===== config.mk =====
export PLATFORM = sky130hd
export DESIGN_NAME = alu_seq_flat
export DESIGN_NICKNAME = d
export VERILOG_FILES = /design/src/rtl/alu_pkg.sv /design/src/rtl/alu_seq_if.sv /design/src/rtl/alu_mul_iter.sv /design/src/rtl/alu_seq.sv /design/src/flat_wrapper.sv
export SDC_FILE = /design/constraint.sdc
export NUM_CORES = 1
export LEC_CHECK = 0
export CELL_PAD_IN_SITES_DETAIL_PLACEMENT = 0
export CELL_PAD_IN_SITES_GLOBAL_PLACEMENT = 2
export CORE_AREA = 2 2 288 290
export DETAILED_ROUTE_END_ITERATION = 7
export DIE_AREA = 0 0 290 292
export GPL_ROUTABILITY_DRIVEN = 0
export PLACE_DENSITY_LB_ADDON = 0.1
export SLEW_MARGIN = 20
export SYNTH_ARGS = -nofsm -noshare
export SYNTH_HDL_FRONTEND = slang
export SYNTH_HIERARCHICAL = 1
export SYNTH_SLANG_ARGS = --single-unit

===== constraint.sdc =====
create_clock -name clk -period 17.21 [get_ports clk]
set_input_delay 3.442 -clock clk [delete_from_list [all_inputs] [get_ports clk]]
set_output_delay 3.442 -clock clk [all_outputs]
set_load 0.03 [all_outputs]

===== src/rtl/alu_pkg.sv =====
// alu_pkg
//   Shared definitions for the sequential ALU: operation codes, FSM state
//   encoding and the accumulator width helper used by the multiplier.
package alu_pkg;

  localparam logic [3:0] OP_AND  = 4'b0000;
  localparam logic [3:0] OP_OR   = 4'b0001;
  localparam logic [3:0] OP_XOR  = 4'b0010;
  localparam logic [3:0] OP_XNOR = 4'b0011;
  localparam logic [3:0] OP_ADD  = 4'b0100;
  localparam logic [3:0] OP_SUB  = 4'b0101;
  localparam logic [3:0] OP_SLTU = 4'b0110;
  localparam logic [3:0] OP_SLL  = 4'b0111;
  localparam logic [3:0] OP_SRL  = 4'b1000;
  localparam logic [3:0] OP_SRA  = 4'b1001;
  localparam logic [3:0] OP_MUL  = 4'b1010;
  localparam logic [3:0] OP_MULH = 4'b1011;

  typedef enum logic {
    ST_IDLE = 1'b0,
    ST_MUL  = 1'b1
  } state_t;

  // Full product width of a WIDTH x WIDTH multiply.
  function automatic int acc_w(input int width);
    return 2 * width;
  endfunction

  // MUL and MULH share the 101x prefix; both go through the iterative engine.
  function automatic logic is_mul_op(input logic [3:0] op);
    return (op[3:1] == 3'b101);
  endfunction

endpackage


===== src/rtl/alu_seq_if.sv =====
// alu_seq_if
//   Request/result bundle between the CPU control unit and alu_seq.
//   master: drives start, ALU_OP, A, B; observes F, flags, busy, done.
//   slave : the ALU side.
interface alu_seq_if #(
  parameter int WIDTH = 32
);
  logic             start;
  logic [3:0]       ALU_OP;
  logic [WIDTH-1:0] A;
  logic [WIDTH-1:0] B;
  logic [WIDTH-1:0] F;
  logic             ZF;
  logic             OF;
  logic             CF;
  logic             busy;
  logic             done;

  modport master (
    output start, ALU_OP, A, B,
    input  F, ZF, OF, CF, busy, done
  );

  modport slave (
    input  start, ALU_OP, A, B,
    output F, ZF, OF, CF, busy, done
  );
endinterface


===== src/rtl/alu_mul_iter.sv =====
// alu_mul_iter
//   Unsigned shift-add multiplier, one multiplier bit per step.
//   clk, rst  : clock, asynchronous active-high reset (clears all state)
//   load      : capture a/b, clear accumulator and counter
//   step      : perform one iteration
//   a, b      : multiplicand / multiplier
//   prod_next : accumulator value including the current step's partial add,
//               so the final product is available in the same cycle as the
//               last step
//   last      : the current step is iteration WIDTH
module alu_mul_iter
  import alu_pkg::*;
#(
  parameter  int WIDTH = 32,
  localparam int ACC_W = acc_w(WIDTH),
  localparam int SHW   = $clog2(WIDTH)
) (
  input  logic             clk,
  input  logic             rst,
  input  logic             load,
  input  logic             step,
  input  logic [WIDTH-1:0] a,
  input  logic [WIDTH-1:0] b,
  output logic [ACC_W-1:0] prod_next,
  output logic             last
);

  logic [ACC_W-1:0] mcand_q;
  logic [WIDTH-1:0] mplier_q;
  logic [ACC_W-1:0] acc_q;
  logic [SHW-1:0]   cnt_q;

  always_comb begin
    prod_next = mplier_q[0] ? (acc_q + mcand_q) : acc_q;
    last      = (cnt_q == SHW'(WIDTH - 1));
  end

  always_ff @(posedge clk or posedge rst) begin
    if (rst) begin
      mcand_q  <= '0;
      mplier_q <= '0;
      acc_q    <= '0;
      cnt_q    <= '0;
    end else if (load) begin
      mcand_q  <= ACC_W'(a);
      mplier_q <= b;
      acc_q    <= '0;
      cnt_q    <= '0;
    end else if (step) begin
      acc_q    <= prod_next;
      mcand_q  <= mcand_q << 1;
      mplier_q <= mplier_q >> 1;
      cnt_q    <= cnt_q + SHW'(1);
    end
  end

endmodule


===== src/rtl/alu_seq.sv =====
// alu_seq
//   Registered-result ALU with an iterative WIDTH-cycle multiplier.
//   clk, rst : clock, asynchronous active-high reset
//   bus      : alu_seq_if slave port
//     start/ALU_OP/A/B : request, sampled only while busy=0
//     F, ZF, OF, CF    : registered result and flags, held between completions
//     busy             : multiply in progress
//     done             : one-cycle pulse when F/flags were just updated
module alu_seq
  import alu_pkg::*;
#(
  parameter int WIDTH = 32
) (
  input logic       clk,
  input logic       rst,
  alu_seq_if.slave  bus
);

  localparam int SHW   = $clog2(WIDTH);
  localparam int ACC_W = acc_w(WIDTH);

  state_t state_q, state_d;

  logic             load, step, upd_single, upd_mul;
  logic             mulh_q;
  logic [ACC_W-1:0] prod_next;
  logic             mul_last;

  logic [WIDTH-1:0] res_f;
  logic             res_of, res_cf;
  logic [WIDTH-1:0] mul_f;
  logic             mul_of;

  logic [WIDTH-1:0] f_p0;
  logic             zf_p0, of_p0, cf_p0, vld_p0;

  alu_mul_iter #(.WIDTH(WIDTH)) u_mul (
    .clk       (clk),
    .rst       (rst),
    .load      (load),
    .step      (step),
    .a         (bus.A),
    .b         (bus.B),
    .prod_next (prod_next),
    .last      (mul_last)
  );

  // Single-cycle operations
  logic [WIDTH:0]          add_x;
  logic [WIDTH-1:0]        sub_r;
  logic signed [WIDTH-1:0] b_s;
  logic [SHW-1:0]          shamt;

  always_comb begin
    res_f  = '0;
    res_of = 1'b0;
    res_cf = 1'b0;
    add_x  = {1'b0, bus.A} + {1'b0, bus.B};
    sub_r  = bus.A - bus.B;
    b_s    = bus.B;
    shamt  = bus.A[SHW-1:0];
    case (bus.ALU_OP)
      OP_AND:  res_f = bus.A & bus.B;
      OP_OR:   res_f = bus.A | bus.B;
      OP_XOR:  res_f = bus.A ^ bus.B;
      OP_XNOR: res_f = ~(bus.A ^ bus.B);
      OP_ADD: begin
        res_f  = add_x[WIDTH-1:0];
        res_cf = add_x[WIDTH];
        res_of = (bus.A[WIDTH-1] == bus.B[WIDTH-1]) &&
                 (add_x[WIDTH-1] != bus.A[WIDTH-1]);
      end
      OP_SUB: begin
        res_f  = sub_r;
        res_cf = (bus.A < bus.B);
        res_of = (bus.A[WIDTH-1] != bus.B[WIDTH-1]) &&
                 (sub_r[WIDTH-1] != bus.A[WIDTH-1]);
      end
      OP_SLTU: res_f = {{(WIDTH-1){1'b0}}, (bus.A < bus.B)};
      OP_SLL:  res_f = bus.B << shamt;
      OP_SRL:  res_f = bus.B >> shamt;
      OP_SRA:  res_f = b_s >>> shamt;
      default: res_f = '0;  // reserved codes; MUL codes never take this path
    endcase
  end

  // Multiply result: half select and overflow from the final product
  always_comb begin
    mul_f  = mulh_q ? prod_next[ACC_W-1:WIDTH] : prod_next[WIDTH-1:0];
    mul_of = |prod_next[ACC_W-1:WIDTH];
  end

  // Control FSM
  always_comb begin
    state_d    = state_q;
    load       = 1'b0;
    step       = 1'b0;
    upd_single = 1'b0;
    upd_mul    = 1'b0;
    case (state_q)
      ST_IDLE: begin
        if (bus.start) begin
          if (is_mul_op(bus.ALU_OP)) begin
            load    = 1'b1;
            state_d = ST_MUL;
          end else begin
            upd_single = 1'b1;
          end
        end
      end
      ST_MUL: begin
        step = 1'b1;
        if (mul_last) begin
          upd_mul = 1'b1;
          state_d = ST_IDLE;
        end
      end
      default: state_d = ST_IDLE;
    endcase
  end

  always_ff @(posedge clk or posedge rst) begin
    if (rst) begin
      state_q <= ST_IDLE;
      mulh_q  <= 1'b0;
    end else begin
      state_q <= state_d;
      if (load) mulh_q <= bus.ALU_OP[0];
    end
  end

  // ---- stage p0: registered result, flags and done ----
  always_ff @(posedge clk or posedge rst) begin
    if (rst) begin
      f_p0   <= '0;
      zf_p0  <= 1'b0;
      of_p0  <= 1'b0;
      cf_p0  <= 1'b0;
      vld_p0 <= 1'b0;
    end else begin
      vld_p0 <= upd_single | upd_mul;
      if (upd_single) begin
        f_p0  <= res_f;
        zf_p0 <= (res_f == '0);
        of_p0 <= res_of;
        cf_p0 <= res_cf;
      end else if (upd_mul) begin
        f_p0  <= mul_f;
        zf_p0 <= (mul_f == '0);
        of_p0 <= mul_of;
        cf_p0 <= 1'b0;
      end
    end
  end

  assign bus.F    = f_p0;
  assign bus.ZF   = zf_p0;
  assign bus.OF   = of_p0;
  assign bus.CF   = cf_p0;
  assign bus.done = vld_p0;
  assign bus.busy = (state_q == ST_MUL);

endmodule


===== src/flat_wrapper.sv =====
// flat-port wrapper written by rule: the top's interface ports become plain ports
module alu_seq_flat import alu_pkg::*;
#(
  parameter int WIDTH = 32
)
  (clk, rst, bus_start, bus_ALU_OP, bus_A, bus_B, bus_F, bus_ZF, bus_OF, bus_CF, bus_busy, bus_done);
  alu_seq_if #(.WIDTH(WIDTH)) bus_i ();
  input logic clk;
  input logic rst;
  input wire logic [$bits(bus_i.start)-1:0] bus_start;
  input wire logic [$bits(bus_i.ALU_OP)-1:0] bus_ALU_OP;
  input wire logic [$bits(bus_i.A)-1:0] bus_A;
  input wire logic [$bits(bus_i.B)-1:0] bus_B;
  output wire logic [$bits(bus_i.F)-1:0] bus_F;
  output wire logic [$bits(bus_i.ZF)-1:0] bus_ZF;
  output wire logic [$bits(bus_i.OF)-1:0] bus_OF;
  output wire logic [$bits(bus_i.CF)-1:0] bus_CF;
  output wire logic [$bits(bus_i.busy)-1:0] bus_busy;
  output wire logic [$bits(bus_i.done)-1:0] bus_done;
  assign bus_i.start = bus_start;
  assign bus_i.ALU_OP = bus_ALU_OP;
  assign bus_i.A = bus_A;
  assign bus_i.B = bus_B;
  assign bus_F = bus_i.F;
  assign bus_ZF = bus_i.ZF;
  assign bus_OF = bus_i.OF;
  assign bus_CF = bus_i.CF;
  assign bus_busy = bus_i.busy;
  assign bus_done = bus_i.done;
  alu_seq #(.WIDTH(WIDTH)) u_core (.clk(clk), .rst(rst), .bus(bus_i));
endmodule

==> run summary <==
YOSYS
------------------------------------------------------------------------------------------
Synth top area share ........................................................        0.210
Sequential element share of the synthesized area ............................        0.210
Dominant register cell in the synthesized netlist ...........................      dfrtp_1
Post-synth cell types .......................................................          110
Top cells by area, synth .................................................... dfrtp_1, mux2i_1, ha_1, nand2_1, mux4_2
Post-synthesis register bit count ...........................................          203
Synth Instances .............................................................         3048
Synth area leader ...........................................................      dfrtp_1
EDFF count, synth ...........................................................            0
Total nets after synthesis ..................................................         3290
Syn Area/Cell ...............................................................    7.95 um^2
Count of yosys warnings during synthesis ....................................            6
Netlist area before placement ...............................................   24200 um^2
Post-synth ARST share .......................................................         1.00

TIMING
------------------------------------------------------------------------------------------
Endpoints failing setup .....................................................            0
Unrepaired setup endpoints after global routing .............................           no
Final count of hold timing violations .......................................            0
Clock skew after layout .....................................................    0.0108 ns
Pins over their slew limit ..................................................            0
Max-slew headroom at the worst pin ..........................................        0.202
Pin slew with the least headroom to its limit ...............................      1.19 ns
Share of the clock period used by the worst path after layout ...............        0.478
Post-route minimum period ...................................................      8.22 ns
Setup TNS ...................................................................         0 ns
Achievable clock frequency ..................................................    0.122 GHz

DRT
------------------------------------------------------------------------------------------
Antenna-violating nets left .................................................            0
Vias ........................................................................        24819
DRC violation total after the first TritonRoute iteration ...................         2276
First-pass iteration count of the detailed router ...........................            6
Number of DRC violations after detailed routing .............................            0
Avg Vias per Cell ...........................................................         6.05
Overall routed net length ...................................................       121 mm
Post-DR wirelength/cell .....................................................      29.5 um

SETUP PATH
------------------------------------------------------------------------------------------
Internal reg-to-reg setup slack .............................................     11.73 ns
Start point of the critical path ............................................     bus_A[1]
Data required time at the worst endpoint ....................................     17.69 ns
End of the worst register-to-register path .................................. u_core/bus.ZF$_DFFE_PP0P_
Number of buffers and inverters on the critical path ........................            2
Worst path top cell family by delay ......................................... compound AO/OA/AOI/OAI gates
Number of cells on the worst reg-to-reg path ................................           17
Arrival time at the worst endpoint ..........................................      8.70 ns
Logic depth of the worst path, buffers included .............................           12
Critical path capture point ................................................. u_core/bus.F[27]$_DFFE_PP0P_
Worst reg2reg startpoint .................................................... u_core/u_mul/mcand_q[12]$_DFFE_PP0P_
Crit path capture type ......................................................    flip-flop
Cell with the largest stage delay on the worst path .........................      o21ai_0
Kind of critical path ....................................................... input port to flip-flop
Critical Path Fanout Max ....................................................           33
Startpoint Class ............................................................   input port
Largest stage delay on the critical path ....................................      0.74 ns
Critical path, cell by cell ................................................. buf_4, clkinv_1, ha_1, o21ba_2, or4_1, a211oi_1, nor3_1, o21ai_0, a211oi_1, a221o_1, a21oi_1, o21ai_0

FLOORPLAN
------------------------------------------------------------------------------------------
Number of placement rows ....................................................          105
Effective utilization at floorplan ..........................................        0.297
# IOs .......................................................................          108
Die area ....................................................................   84700 um^2
X dimension of the die ......................................................       290 um
Die height ..................................................................       292 um
Placeable core region .......................................................   81600 um^2

CLOCKING
------------------------------------------------------------------------------------------
Buffers inserted during post-CTS setup optimization .........................            0
TritonCTS clock tree ........................................................         done
Maximum count of clock buffers along a single path ..........................            3
Post-CTS Hold Fix Bufs ......................................................            0
Clock buffer count from CTS .................................................           28
Clock edge transition at the registers on the reported setup and hold paths .      0.06 ns
Cts repair resizes ..........................................................            0
Clock latency on the worst-skew pair ........................................      0.63 ns
# clock sinks ...............................................................          203
Clock tree root buffer cell .................................................    clkbuf_16
H-tree Lvls .................................................................            1

LAYOUT
------------------------------------------------------------------------------------------
Post-synthesis to final-layout area growth ..................................        11.5%
Area taken by flip-flops and latches ........................................    5080 um^2
Post-layout nets ............................................................         3252
Proportion of layout cells with a drive suffix above 1 ......................       0.0983
Leading cell type in the layout, fill and taps excluded .....................      nand2_1
Area used by multi-input combinational logic ................................   17800 um^2
Design area .................................................................   27000 um^2
Count of filler cells inserted in the layout ................................         8637
Commonest non-fill, non-tap cells in the layout ............................. nand2_1, nor2_1, a21oi_1, o21ai_0, mux2i_1

GLOBAL ROUTING
------------------------------------------------------------------------------------------
GRT Resource Usage Total ....................................................        0.279
Number of antenna violations at the first check in global routing ...........            1
Remaining global-route overflow .............................................            0
Wire length of the first global-routing pass ................................       176 mm
Pin count of the biggest net entering global routing ........................           98
Number of global-route vias before repair ...................................        24451

MIN PATH
------------------------------------------------------------------------------------------
Min-delay worst type ........................................................ flip-flop to flip-flop

PLACED DESIGN
------------------------------------------------------------------------------------------
Quantity of I/O buffers inserted on ports ...................................          107
Placement Cell Area .........................................................   26100 um^2
Placed wire-length estimate .................................................      93.7 mm

PWR
------------------------------------------------------------------------------------------
Maximum ir drop on the vdd rail .............................................       107 uV
Static leakage ..............................................................    0.0114 uW
Power per Cell Area .........................................................  174 nW/um^2

JOB
------------------------------------------------------------------------------------------
Max capacitance violation total .............................................            0

STATUS
------------------------------------------------------------------------------------------
Outcome ..................................................................... finished, final reports clean

worst reg2reg max path, cell delays in order (launching register included):
cell and delay [ns]:
dfrtp_1 0.43, ha_1 0.48, and4_1 0.35, nor4b_4 0.42, a21oi_1 0.15, a21oi_2 0.39, a2111oi_4 0.18, nor4_2 0.82
o21ai_1 0.19, a21boi_1 0.20, nor2b_1 0.06, mux2_2 0.33, mux2i_1 0.26, nand4_1 0.15, or4_1 0.51, nor3_1 0.22
a22o_1 0.17, a31o_1 0.10
registers in the layout, indices dropped and copies added, names as in the netlist:
name	count
u_core/bus.done	1
u_core/bus.ZF	1
u_core/u_mul/mcand_q	64
u_core/u_mul/acc_q	64
u_core/bus.F	32
u_core/bus.busy	1
u_core/bus.CF	1
u_core/u_mul/mplier_q	32
u_core/mulh_q	1
u_core/bus.OF	1
u_core/u_mul/cnt_q	5
metrics by stage:
step,hold WS (ns),total power (uW),utilization,instances,worst slack (ns)
after floorplan,0.493,3000,-,3048,9.31
after global placement,0.484,4070,0.320,4048,8.48
after detailed placement,0.491,4090,0.320,4050,8.46
after CTS,0.505,4710,0.331,4101,9.11
after global routing,0.548,5010,0.331,4101,8.97
final,0.505,4690,0.331,4102,8.99
how the worst min path moves through the flow:
stage               slack (ns)  cells past startpoint                              start                           endpoint
global route              0.55                      2          u_core/bus.OF$_DFFE_PP0P_          u_core/bus.OF$_DFFE_PP0P_
detailed placement        0.49                      2          u_core/bus.OF$_DFFE_PP0P_          u_core/bus.OF$_DFFE_PP0P_
floorplan                 0.49                      2  u_core/u_mul/cnt_q[4]$_DFFE_PP0P_  u_core/u_mul/cnt_q[4]$_DFFE_PP0P_
finish                    0.51                      2          u_core/bus.OF$_DFFE_PP0P_          u_core/bus.OF$_DFFE_PP0P_
global placement          0.48                      2          u_core/bus.OF$_DFFE_PP0P_          u_core/bus.OF$_DFFE_PP0P_
CTS                       0.51                      2          u_core/bus.OF$_DFFE_PP0P_          u_core/bus.OF$_DFFE_PP0P_
Yosys cell counts (10+ instances only):
master and count:
nand3_1 69, or2_2 18, o21bai_1 24, nand2b_1 21
o21a_1 17, mux2_2 74, and2_1 12, o2111ai_1 10
o31a_1 11, a21oi_1 241, buf_2 33, nor2b_1 27
nand2_1 343, o21ai_1 12, a22oi_1 11, o31ai_1 24
a211o_1 12, o22ai_1 19, a221o_1 14, mux4_2 54
o211ai_1 52, nor2_1 269, inv_1 124, mux2i_1 211
dfrtp_1 203, nor4_1 25, ha_1 168, nand3b_1 14
or4_1 10, a31oi_1 22, nor3_1 69, a221oi_1 12
xor2_1 23, a211oi_1 48, nand4_1 51, o21ai_0 221
xnor2_1 41, clkbuf_1 162, and3_1 14, o221ai_1 17
buf_1 20, a21o_1 42
where the power goes:
group          total, uW  switching, uW  leakage [uW]  internal, uW
Combinational       3150           1980       0.00845          1170
Sequential           937            232       0.00254           706
Clock                599            256      0.000449           344
Total               4690           2470        0.0114          2220
routing by layer:
metal	part of all wire	routed length, um	track usage
met5	0.00011	13	0
met4	0.054	6510	0.124
met3	0.051	6220	0.0291
met2	0.49	59300	0.492
met1	0.41	49200	0.343
logic make-up after synthesis:
group,share of synthesized area
buffers and inverters,0.0584
AND/OR/NAND/NOR,0.194
XOR/XNOR,0.0231
flip-flops,0.210
adder cells (fa/ha/maj),0.0893
multiplexers,0.174
AO/OA/AOI/OAI,0.251
cell type report:
class	instances	area share
sequential	203	0.188
antenna	1	0.0000927
clock buffer	40	0.0287
clock inverter	11	0.00524
timing repair buffer	158	0.0525
inverter	125	0.0177
multi-input combinational	2494	0.658
tap	1070	0.0496
(Power assumes the default switching activity.)
